[src/rtl/ozphy_os_gen_if.sv]
// Request/response and PIPE receive-lane bundle for ozphy_os_gen.
// master = LTSSM/bench side, slave = the ordered-set generator.
interface ozphy_os_gen_if #(
  parameter int unsigned NUM_LANES = 16,
  parameter int unsigned CNT_W     = 16
) ();
  logic                   start;
  logic [1:0]             os_type;
  logic [CNT_W-1:0]       os_count;
  logic                   stop;
  logic [7:0]             link_num;
  logic                   link_pad;
  logic                   lane_pad;
  logic [7:0]             n_fts;
  logic [7:0]             train_ctrl;
  logic                   lane_rev;

  logic                   busy;
  logic                   done;
  logic [NUM_LANES*8-1:0] rxdata;
  logic [NUM_LANES-1:0]   rxdatak;
  logic [NUM_LANES-1:0]   rxvalid;
  logic [NUM_LANES-1:0]   rxelecidle;

  modport master (
    output start, os_type, os_count, stop, link_num, link_pad, lane_pad, n_fts, train_ctrl,
           lane_rev,
    input  busy, done, rxdata, rxdatak, rxvalid, rxelecidle
  );

  modport slave (
    input  start, os_type, os_count, stop, link_num, link_pad, lane_pad, n_fts, train_ctrl,
           lane_rev,
    output busy, done, rxdata, rxdatak, rxvalid, rxelecidle
  );
endinterface

[src/rtl/ozphy_os_gen.sv]
// ozphy_os_gen: multi-lane PIPE rx ordered-set generator (TS1/TS2, logical idle, SKP).
// Define OZPHY_LANE_REVERSAL_EN to honour lane_rev in the TS lane-number symbol.
module ozphy_os_gen #(
  parameter int unsigned NUM_LANES    = 16,
  parameter int unsigned CNT_W        = 16,
  parameter int unsigned SKP_INTERVAL = 1180,
  parameter logic [7:0]  TS_RATE_ID   = 8'h02
) (
  input logic           clk,
  input logic           reset_n,
  ozphy_os_gen_if.slave bus
);

  localparam logic [2:0] StIdle  = 3'd0;
  localparam logic [2:0] StTs    = 3'd1;
  localparam logic [2:0] StLidle = 3'd2;
  localparam logic [2:0] StSkp   = 3'd3;
  localparam logic [2:0] StEnd   = 3'd4;

  localparam logic [7:0] SymCom = 8'hBC;
  localparam logic [7:0] SymPad = 8'hF7;
  localparam logic [7:0] SymSkp = 8'h1C;
  localparam logic [7:0] SymTs1 = 8'h4A;
  localparam logic [7:0] SymTs2 = 8'h45;

  // Control state
  logic [2:0]       state_q, state_d;
  logic [3:0]       idx_q, idx_d;
  logic [CNT_W-1:0] burst_q, burst_d;
  logic [31:0]      skp_q, skp_d;
  logic             stop_q, stop_d;

  // Request fields captured at an accepted start
  logic [1:0]       type_q, type_d;
  logic [CNT_W-1:0] count_q, count_d;
  logic [7:0]       link_q, link_d;
  logic             link_pad_q, link_pad_d;
  logic             lane_pad_q, lane_pad_d;
  logic [7:0]       nfts_q, nfts_d;
  logic [7:0]       tctrl_q, tctrl_d;
`ifdef OZPHY_LANE_REVERSAL_EN
  logic             rev_q, rev_d;
`endif

  // Registered outputs
  logic                   busy_q, busy_d;
  logic                   done_q, done_d;
  logic [NUM_LANES*8-1:0] rxdata_q, rxdata_d;
  logic [NUM_LANES-1:0]   rxdatak_q, rxdatak_d;
  logic [NUM_LANES-1:0]   rxvalid_q, rxvalid_d;
  logic [NUM_LANES-1:0]   rxelecidle_q, rxelecidle_d;

  logic [CNT_W-1:0] burst_inc;
  logic [31:0]      skp_inc;
  logic             count_end;
  logic             skp_due;
  logic             at_boundary;

  always_comb begin
    // Continuous bursts saturate instead of wrapping back to a matching count.
    burst_inc   = ((count_q == '0) && (burst_q == '1)) ? burst_q : burst_q + CNT_W'(1);
    skp_inc     = (skp_q == '1) ? skp_q : skp_q + 32'd1;
    count_end   = (count_q != '0) && (burst_inc == count_q);
    skp_due     = (SKP_INTERVAL != 0) && (skp_inc >= SKP_INTERVAL);
    at_boundary = (state_q == StLidle) || ((state_q == StTs) && (idx_q == 4'd15));
  end

  always_comb begin
    state_d    = state_q;
    idx_d      = idx_q;
    burst_d    = burst_q;
    skp_d      = skp_q;
    stop_d     = stop_q | bus.stop;
    type_d     = type_q;
    count_d    = count_q;
    link_d     = link_q;
    link_pad_d = link_pad_q;
    lane_pad_d = lane_pad_q;
    nfts_d     = nfts_q;
    tctrl_d    = tctrl_q;
`ifdef OZPHY_LANE_REVERSAL_EN
    rev_d      = rev_q;
`endif

    case (state_q)
      StIdle: begin
        idx_d   = '0;
        burst_d = '0;
        skp_d   = '0;
        stop_d  = 1'b0;
        if (bus.start) begin
          type_d     = bus.os_type;
          count_d    = bus.os_count;
          link_d     = bus.link_num;
          link_pad_d = bus.link_pad;
          lane_pad_d = bus.lane_pad;
          nfts_d     = bus.n_fts;
          tctrl_d    = bus.train_ctrl;
`ifdef OZPHY_LANE_REVERSAL_EN
          rev_d      = bus.lane_rev;
`endif
          case (bus.os_type)
            2'd0:    state_d = StEnd;
            2'd3:    state_d = StLidle;
            default: state_d = StTs;
          endcase
        end
      end

      StTs, StLidle: begin
        skp_d = skp_inc;
        idx_d = (state_q == StTs) ? idx_q + 4'd1 : 4'd0;
        if (at_boundary) begin
          burst_d = burst_inc;
          if (count_end || stop_d) begin
            // Burst end wins over a due SKP; the SKP count is left as it stood.
            state_d = StEnd;
            skp_d   = skp_q;
          end else if (skp_due) begin
            state_d = StSkp;
            skp_d   = '0;
            idx_d   = '0;
          end
        end
      end

      StSkp: begin
        idx_d = idx_q + 4'd1;
        if (idx_q == 4'd3) begin
          idx_d   = '0;
          state_d = (type_q == 2'd3) ? StLidle : StTs;
        end
      end

      StEnd: begin
        state_d = StIdle;
      end

      default: begin
        state_d = StIdle;
      end
    endcase
  end

  // Outputs are the registered image of the current state and symbol index.
  always_comb begin
    logic [7:0] sym;
    logic       sym_k;
    logic [7:0] lane_id;

    busy_d       = 1'b0;
    done_d       = 1'b0;
    rxdata_d     = '0;
    rxdatak_d    = '0;
    rxvalid_d    = '0;
    rxelecidle_d = '1;
    sym          = 8'h00;
    sym_k        = 1'b0;
    lane_id      = 8'h00;

    case (state_q)
      StTs, StLidle, StSkp: begin
        busy_d       = 1'b1;
        rxvalid_d    = '1;
        rxelecidle_d = '0;
        for (int unsigned i = 0; i < NUM_LANES; i++) begin
`ifdef OZPHY_LANE_REVERSAL_EN
          lane_id = rev_q ? 8'(NUM_LANES - 1 - i) : 8'(i);
`else
          lane_id = 8'(i);
`endif
          sym   = 8'h00;
          sym_k = 1'b0;
          if (state_q == StSkp) begin
            sym   = (idx_q == 4'd0) ? SymCom : SymSkp;
            sym_k = 1'b1;
          end else if (state_q == StTs) begin
            case (idx_q)
              4'd0: begin
                sym   = SymCom;
                sym_k = 1'b1;
              end
              4'd1: begin
                sym   = link_pad_q ? SymPad : link_q;
                sym_k = link_pad_q;
              end
              4'd2: begin
                sym   = lane_pad_q ? SymPad : lane_id;
                sym_k = lane_pad_q;
              end
              4'd3:    sym = nfts_q;
              4'd4:    sym = TS_RATE_ID;
              4'd5:    sym = tctrl_q;
              default: sym = (type_q == 2'd2) ? SymTs2 : SymTs1;
            endcase
          end
          rxdata_d[8*i +: 8] = sym;
          rxdatak_d[i]       = sym_k;
        end
      end

      StEnd: begin
        done_d = 1'b1;
      end

      default: ;
    endcase
  end

  always_ff @(posedge clk or negedge reset_n) begin
    if (!reset_n) begin
      state_q      <= StIdle;
      idx_q        <= '0;
      burst_q      <= '0;
      skp_q        <= '0;
      stop_q       <= 1'b0;
      type_q       <= '0;
      count_q      <= '0;
      link_q       <= '0;
      link_pad_q   <= 1'b0;
      lane_pad_q   <= 1'b0;
      nfts_q       <= '0;
      tctrl_q      <= '0;
`ifdef OZPHY_LANE_REVERSAL_EN
      rev_q        <= 1'b0;
`endif
      busy_q       <= 1'b0;
      done_q       <= 1'b0;
      rxdata_q     <= '0;
      rxdatak_q    <= '0;
      rxvalid_q    <= '0;
      rxelecidle_q <= '1;
    end else begin
      state_q      <= state_d;
      idx_q        <= idx_d;
      burst_q      <= burst_d;
      skp_q        <= skp_d;
      stop_q       <= stop_d;
      type_q       <= type_d;
      count_q      <= count_d;
      link_q       <= link_d;
      link_pad_q   <= link_pad_d;
      lane_pad_q   <= lane_pad_d;
      nfts_q       <= nfts_d;
      tctrl_q      <= tctrl_d;
`ifdef OZPHY_LANE_REVERSAL_EN
      rev_q        <= rev_d;
`endif
      busy_q       <= busy_d;
      done_q       <= done_d;
      rxdata_q     <= rxdata_d;
      rxdatak_q    <= rxdatak_d;
      rxvalid_q    <= rxvalid_d;
      rxelecidle_q <= rxelecidle_d;
    end
  end

  assign bus.busy       = busy_q;
  assign bus.done       = done_q;
  assign bus.rxdata     = rxdata_q;
  assign bus.rxdatak    = rxdatak_q;
  assign bus.rxvalid    = rxvalid_q;
  assign bus.rxelecidle = rxelecidle_q;

endmodule
[src/flat_wrapper.sv]
// flat-port wrapper written by rule: the top's interface ports become plain ports
module ozphy_os_gen_flat 
#(
  parameter int unsigned NUM_LANES    = 16,
  parameter int unsigned CNT_W        = 16,
  parameter int unsigned SKP_INTERVAL = 1180,
  parameter logic [7:0]  TS_RATE_ID   = 8'h02
)
  (clk, reset_n, bus_start, bus_os_type, bus_os_count, bus_stop, bus_link_num, bus_link_pad, bus_lane_pad, bus_n_fts, bus_train_ctrl, bus_lane_rev, bus_busy, bus_done, bus_rxdata, bus_rxdatak, bus_rxvalid, bus_rxelecidle);
  ozphy_os_gen_if #(.NUM_LANES(NUM_LANES), .CNT_W(CNT_W)) bus_i ();
  input logic clk;
  input logic reset_n;
  input wire logic [$bits(bus_i.start)-1:0] bus_start;
  input wire logic [$bits(bus_i.os_type)-1:0] bus_os_type;
  input wire logic [$bits(bus_i.os_count)-1:0] bus_os_count;
  input wire logic [$bits(bus_i.stop)-1:0] bus_stop;
  input wire logic [$bits(bus_i.link_num)-1:0] bus_link_num;
  input wire logic [$bits(bus_i.link_pad)-1:0] bus_link_pad;
  input wire logic [$bits(bus_i.lane_pad)-1:0] bus_lane_pad;
  input wire logic [$bits(bus_i.n_fts)-1:0] bus_n_fts;
  input wire logic [$bits(bus_i.train_ctrl)-1:0] bus_train_ctrl;
  input wire logic [$bits(bus_i.lane_rev)-1:0] bus_lane_rev;
  output wire logic [$bits(bus_i.busy)-1:0] bus_busy;
  output wire logic [$bits(bus_i.done)-1:0] bus_done;
  output wire logic [$bits(bus_i.rxdata)-1:0] bus_rxdata;
  output wire logic [$bits(bus_i.rxdatak)-1:0] bus_rxdatak;
  output wire logic [$bits(bus_i.rxvalid)-1:0] bus_rxvalid;
  output wire logic [$bits(bus_i.rxelecidle)-1:0] bus_rxelecidle;
  assign bus_i.start = bus_start;
  assign bus_i.os_type = bus_os_type;
  assign bus_i.os_count = bus_os_count;
  assign bus_i.stop = bus_stop;
  assign bus_i.link_num = bus_link_num;
  assign bus_i.link_pad = bus_link_pad;
  assign bus_i.lane_pad = bus_lane_pad;
  assign bus_i.n_fts = bus_n_fts;
  assign bus_i.train_ctrl = bus_train_ctrl;
  assign bus_i.lane_rev = bus_lane_rev;
  assign bus_busy = bus_i.busy;
  assign bus_done = bus_i.done;
  assign bus_rxdata = bus_i.rxdata;
  assign bus_rxdatak = bus_i.rxdatak;
  assign bus_rxvalid = bus_i.rxvalid;
  assign bus_rxelecidle = bus_i.rxelecidle;
  ozphy_os_gen #(.NUM_LANES(NUM_LANES), .CNT_W(CNT_W), .SKP_INTERVAL(SKP_INTERVAL), .TS_RATE_ID(TS_RATE_ID)) u_core (.clk(clk), .reset_n(reset_n), .bus(bus_i));
endmodule
[config.mk]
export PLATFORM = sky130hd
export DESIGN_NAME = ozphy_os_gen_flat
export DESIGN_NICKNAME = d
export VERILOG_FILES = /design/src/rtl/ozphy_os_gen_if.sv /design/src/rtl/ozphy_os_gen.sv /design/src/flat_wrapper.sv
export SDC_FILE = /design/constraint.sdc
export NUM_CORES = 1
export LEC_CHECK = 0
export CORE_ASPECT_RATIO = 1.75
export CORE_MARGIN = 5
export CORE_UTILIZATION = 50
export DETAILED_ROUTE_END_ITERATION = 6
export PLACE_DENSITY_LB_ADDON = 0.12
export SETUP_SLACK_MARGIN = 0.05
export SLEW_MARGIN = 20
export SYNTH_ARGS = -nofsm -noshare
export SYNTH_HDL_FRONTEND = slang
export SYNTH_SLANG_ARGS = --single-unit
export TNS_END_PERCENT = 30
[constraint.sdc]
create_clock -name clk -period 4.21 [get_ports clk]
set_input_delay 0.842 -clock clk [delete_from_list [all_inputs] [get_ports clk]]
set_output_delay 0.842 -clock clk [all_outputs]
set_load 0.01 [all_outputs]
==> reports/qor.csv <==
stage,metric,value,unit
setup_path,startpoint types,flop,
outcome,outcome,completed,
yosys,mapped cell area,8540,um2
floorplan,IO Count,227,
floorplan,Initial Util,50.6,%
yosys,Syn. warnings,0,
place,GPL Wtd Cong,0.927,
yosys,Syn Inst Count,959,
yosys,number of enable flip-flop cells after synthesis,0,
setup_path,Worst R2R Path Depth,12,
finish,Ant. Diodes,0,
setup_path,Crit path depth,12,
yosys,Area contributors post-synth,"dfrtp_1 34%, buf_4 15%, mux2_2 6.1%, nand2_1 3.6%, nor2_1 2.7%",
finish,final instance area,10500,um2
sta,final setup violation count,0,
floorplan,core area,16900,um2
routing,routed via count,7261,
sta,setup TNS,0,ps
yosys,share of the synthesized area in the top cell type,33.7,%
global_routing,initial antenna violation count,0,
setup_path,CP max stage delay,560,ps
setup_path,crit path capture type,flop,
setup_path,Setup CP Type,reg -> reg,
place,IO Port Bufs,225,
sta,Final Hold Fails,0,
routing,Vias per Instance,5.80,
global_routing,largest net degree at the start of global routing,69,
setup_path,R2R Path Start,u_core.skp_q[0],
clocking,clock tree sinks,116,
yosys,register area share after synthesis,34.0,%
sta,period utilization,88.9,%
yosys,"FF+latch count, synth",116,
global_routing,gr ovfl total,0,
setup_path,crit-path cells,ha_1 > nand3_1 > nor2_1 > a31oi_2 > nand4_1 > xnor2_1 > nor3_1 > nand4_1 > nor3_1 > nor2_2 > buf_4 > o311ai_1,
place,Area after DPL,9810,um2
sta,Worst-Margin Slew,1090,ps
sta,Final Slew Violations,0,
floorplan,DIE AREA,19900,um2
yosys,prevailing post-synth register cell,dfrtp_1,
clocking,setup bufs post-CTS,0,
sta,FMAX,267,MHz
floorplan,Rows,63,
global_routing,GR Layer Usage met1,26.0,%
setup_path,CP arrival,4050,ps
power_and_ir_drop,Leak,4.14,nW
power_and_ir_drop,peak supply drop,0.340,mV
setup_path,CP bufs+invs,1,
setup_path,Max Fanout on Critical Path,12,
routing,Initial DRT Pass Iterations,5,
yosys,Yosys cell types,84,
floorplan,Die Span Y,183,um
clocking,clk_lat worst skew,420,ps
clocking,CTS root buffer,clkbuf_16,
floorplan,die width,109,um
clocking,htree depth,4,
sta,worst-case clock skew,10.7,ps
setup_path,FF-to-FF setup slack,470,ps
clocking,Longest Clk Path Bufs,2,
setup_path,critical path endpoint,u_core.skp_q[30],
global_routing,met3 Track Usage GR,4.19,%
min_path,Hold/Removal Path Class,reg -> reg,
setup_path,data required time at the worst endpoint,4520,ps
finish,synth-to-layout area growth,22.4,%
clocking,hold-fix buffer count after cts,0,
sta,worst relative slew slack,27.3,%
clocking,total CTS buffers,17,
setup_path,family with the most delay on the worst path,simple AND/OR/NAND/NOR gates,
yosys,syn_nets,1016,
routing,Starting DRT DRC Count,394,
yosys,Synth area leader,dfrtp_1,
global_routing,gr usage total,24.0,%
global_routing,met2 Usage GRT,44.4,%
global_routing,vias in the first global route,7165,
yosys,"Async S/R FF share, synth",100,%
routing,Residual DRC,0,
routing,Final ANT Viol Nets,0,
power_and_ir_drop,P per Cell Area,717,nW/um2
setup_path,Worst path slowest cell,a31oi_2,
yosys,"Avg Cell Area, Syn",8.90,um2
flow_run,total of max-cap violations,0,
routing,wire length per cell,19.1,um
global_routing,global-route wire length before repair,37.8,mm
setup_path,RR Endpoint,u_core.skp_q[30],
place,DPL Wire Length,18.3,mm
setup_path,Worst setup startpoint,u_core.skp_q[0],
global_routing,gr busiest metal,met2,
min_path,hold_sp,u_core.tctrl_q[3],
sta,Period minus WS final,3740,ps
clocking,Resized Gates After CTS,0,
finish,share of cells above drive strength 1,14.0,%
clocking,CTS tree,yes,
routing,final wirelength,23.9,mm
sta,unrepaired setup endpoints after global routing,no,
finish,layout net count,1069,
clocking,Worst-path clk slew,60,ps
==> synthesized netlist by cell type, drive strengths merged (10+ instances only) <==
| cell | instances |
|---|---|
| a21oi | 38 |
| and4 | 10 |
| nand4 | 30 |
| nand3 | 38 |
| o21ai | 41 |
| clkbuf | 27 |
| and3 | 19 |
| buf | 190 |
| xnor2 | 21 |
| a31oi | 19 |
| dfrtp | 115 |
| and2 | 10 |
| nor4 | 16 |
| nor3 | 21 |
| nor2b | 12 |
| nor2 | 63 |
| nand2 | 81 |
| inv | 14 |
| mux2 | 46 |
==> flip-flops by register name (all words and copies together), names as in the netlist <==
register and flops:
u_core.stop_q 1, u_core.tctrl_q 8, u_core.bus.rxdata 12, u_core.bus.rxelecidle 1
u_core.bus.rxdatak 1, u_core.count_q 16, u_core.idx_q 4, u_core.burst_q 16
u_core.state_q 3, u_core.lane_pad_q 1, u_core.nfts_q 8, u_core.link_pad_q 1
u_core.bus.done 1, u_core.skp_q 32, u_core.bus.rxvalid 1, u_core.link_q 8
u_core.type_q 2
==> through the flow <==
stage	total power [mW]	std cells	worst slack, ps	hold slack, ps	util, %
after floorplan	4.71	959	1000	473	-
after global placement	5.90	1220	551	486	58.2
after detailed placement	5.94	1220	522	494	58.2
final	7.50	1252	469	504	62.0
after global routing	7.93	1252	158	517	62.0
after CTS	7.56	1252	474	510	62.0
==> logic make-up (layout without fill, tap and decap cells) <==
family	count (synthesis)	after routing	share of synthesized area, %
xor gates and xnor gates	29	29	2.97
muxes	50	50	6.53
buffers and inverters	231	297	18.0
DFF	116	116	34.0
and+or+nand+nor	329	329	21.0
adders and majority gates	8	8	1.17
AOI/OAI and AO/OA	196	196	16.4
==> where the power goes <==
| part | leakage [nW] | switching [mW] | internal (mW) | total, mW |
|---|---|---|---|---|
| Sequential | 1.50 | 0.526 | 1.46 | 1.99 |
| Combinational | 2.33 | 1.85 | 2.07 | 3.92 |
| Clock | 0.313 | 0.582 | 1.01 | 1.59 |
| Total | 4.14 | 2.96 | 4.54 | 7.50 |
==> worst min-delay path by stage <==
stage,to,cells after the start
final,u_core.tctrl_q[3],1
after global routing,u_core.nfts_q[4],1
after CTS,u_core.tctrl_q[3],1
after detailed placement,u_core.nfts_q[1],1
after global placement,u_core.nfts_q[1],1
after floorplan,u_core.nfts_q[1],1
==> cells in the final DEF, fill, tap and decap left out, types with 5 or more instances in the layout <==
| master | count |
|---|---|
| clkdlybuf4s50_1 | 224 |
| dfrtp_1 | 115 |
| nand2_1 | 81 |
| nor2_1 | 62 |
| mux2_2 | 46 |
| o21ai_0 | 38 |
| nand3_1 | 37 |
| a21oi_1 | 34 |
| nand4_1 | 26 |
| buf_4 | 25 |
| xnor2_1 | 21 |
| a31oi_1 | 18 |
| and3_1 | 17 |
| clkbuf_16 | 17 |
| nor3_1 | 16 |
| inv_1 | 14 |
| nor4_1 | 13 |
| nor2b_1 | 12 |
| and4_1 | 10 |
| nand2b_1 | 9 |
| and2_1 | 8 |
| xor2_1 | 8 |
| ha_1 | 8 |
| a22o_1 | 7 |
| a21o_1 | 7 |
| o311ai_1 | 7 |
| o221ai_1 | 6 |
| a211oi_1 | 6 |
| o31ai_1 | 6 |
| a31o_2 | 5 |
| nand3b_1 | 5 |
==> routing by layer <==
layer / share of wire (%) / vias up
met1: 36 / 3515
met5: 0 / -
met3: 5.8 / 68
met4: 4.3 / 0
met2: 54 / 274
li1: - / 3404
==> area by class of cell <==
class	count	area [um2]
fillers	1507	6410
multi-input cells	612	4100
flip-flops and latches	116	2900
repair buffers	251	2470
clock buffers	17	425
well taps	227	284
clock inverters	15	220
inverters	14	52.6
Note: power is estimated with default switching activity, not from simulation.
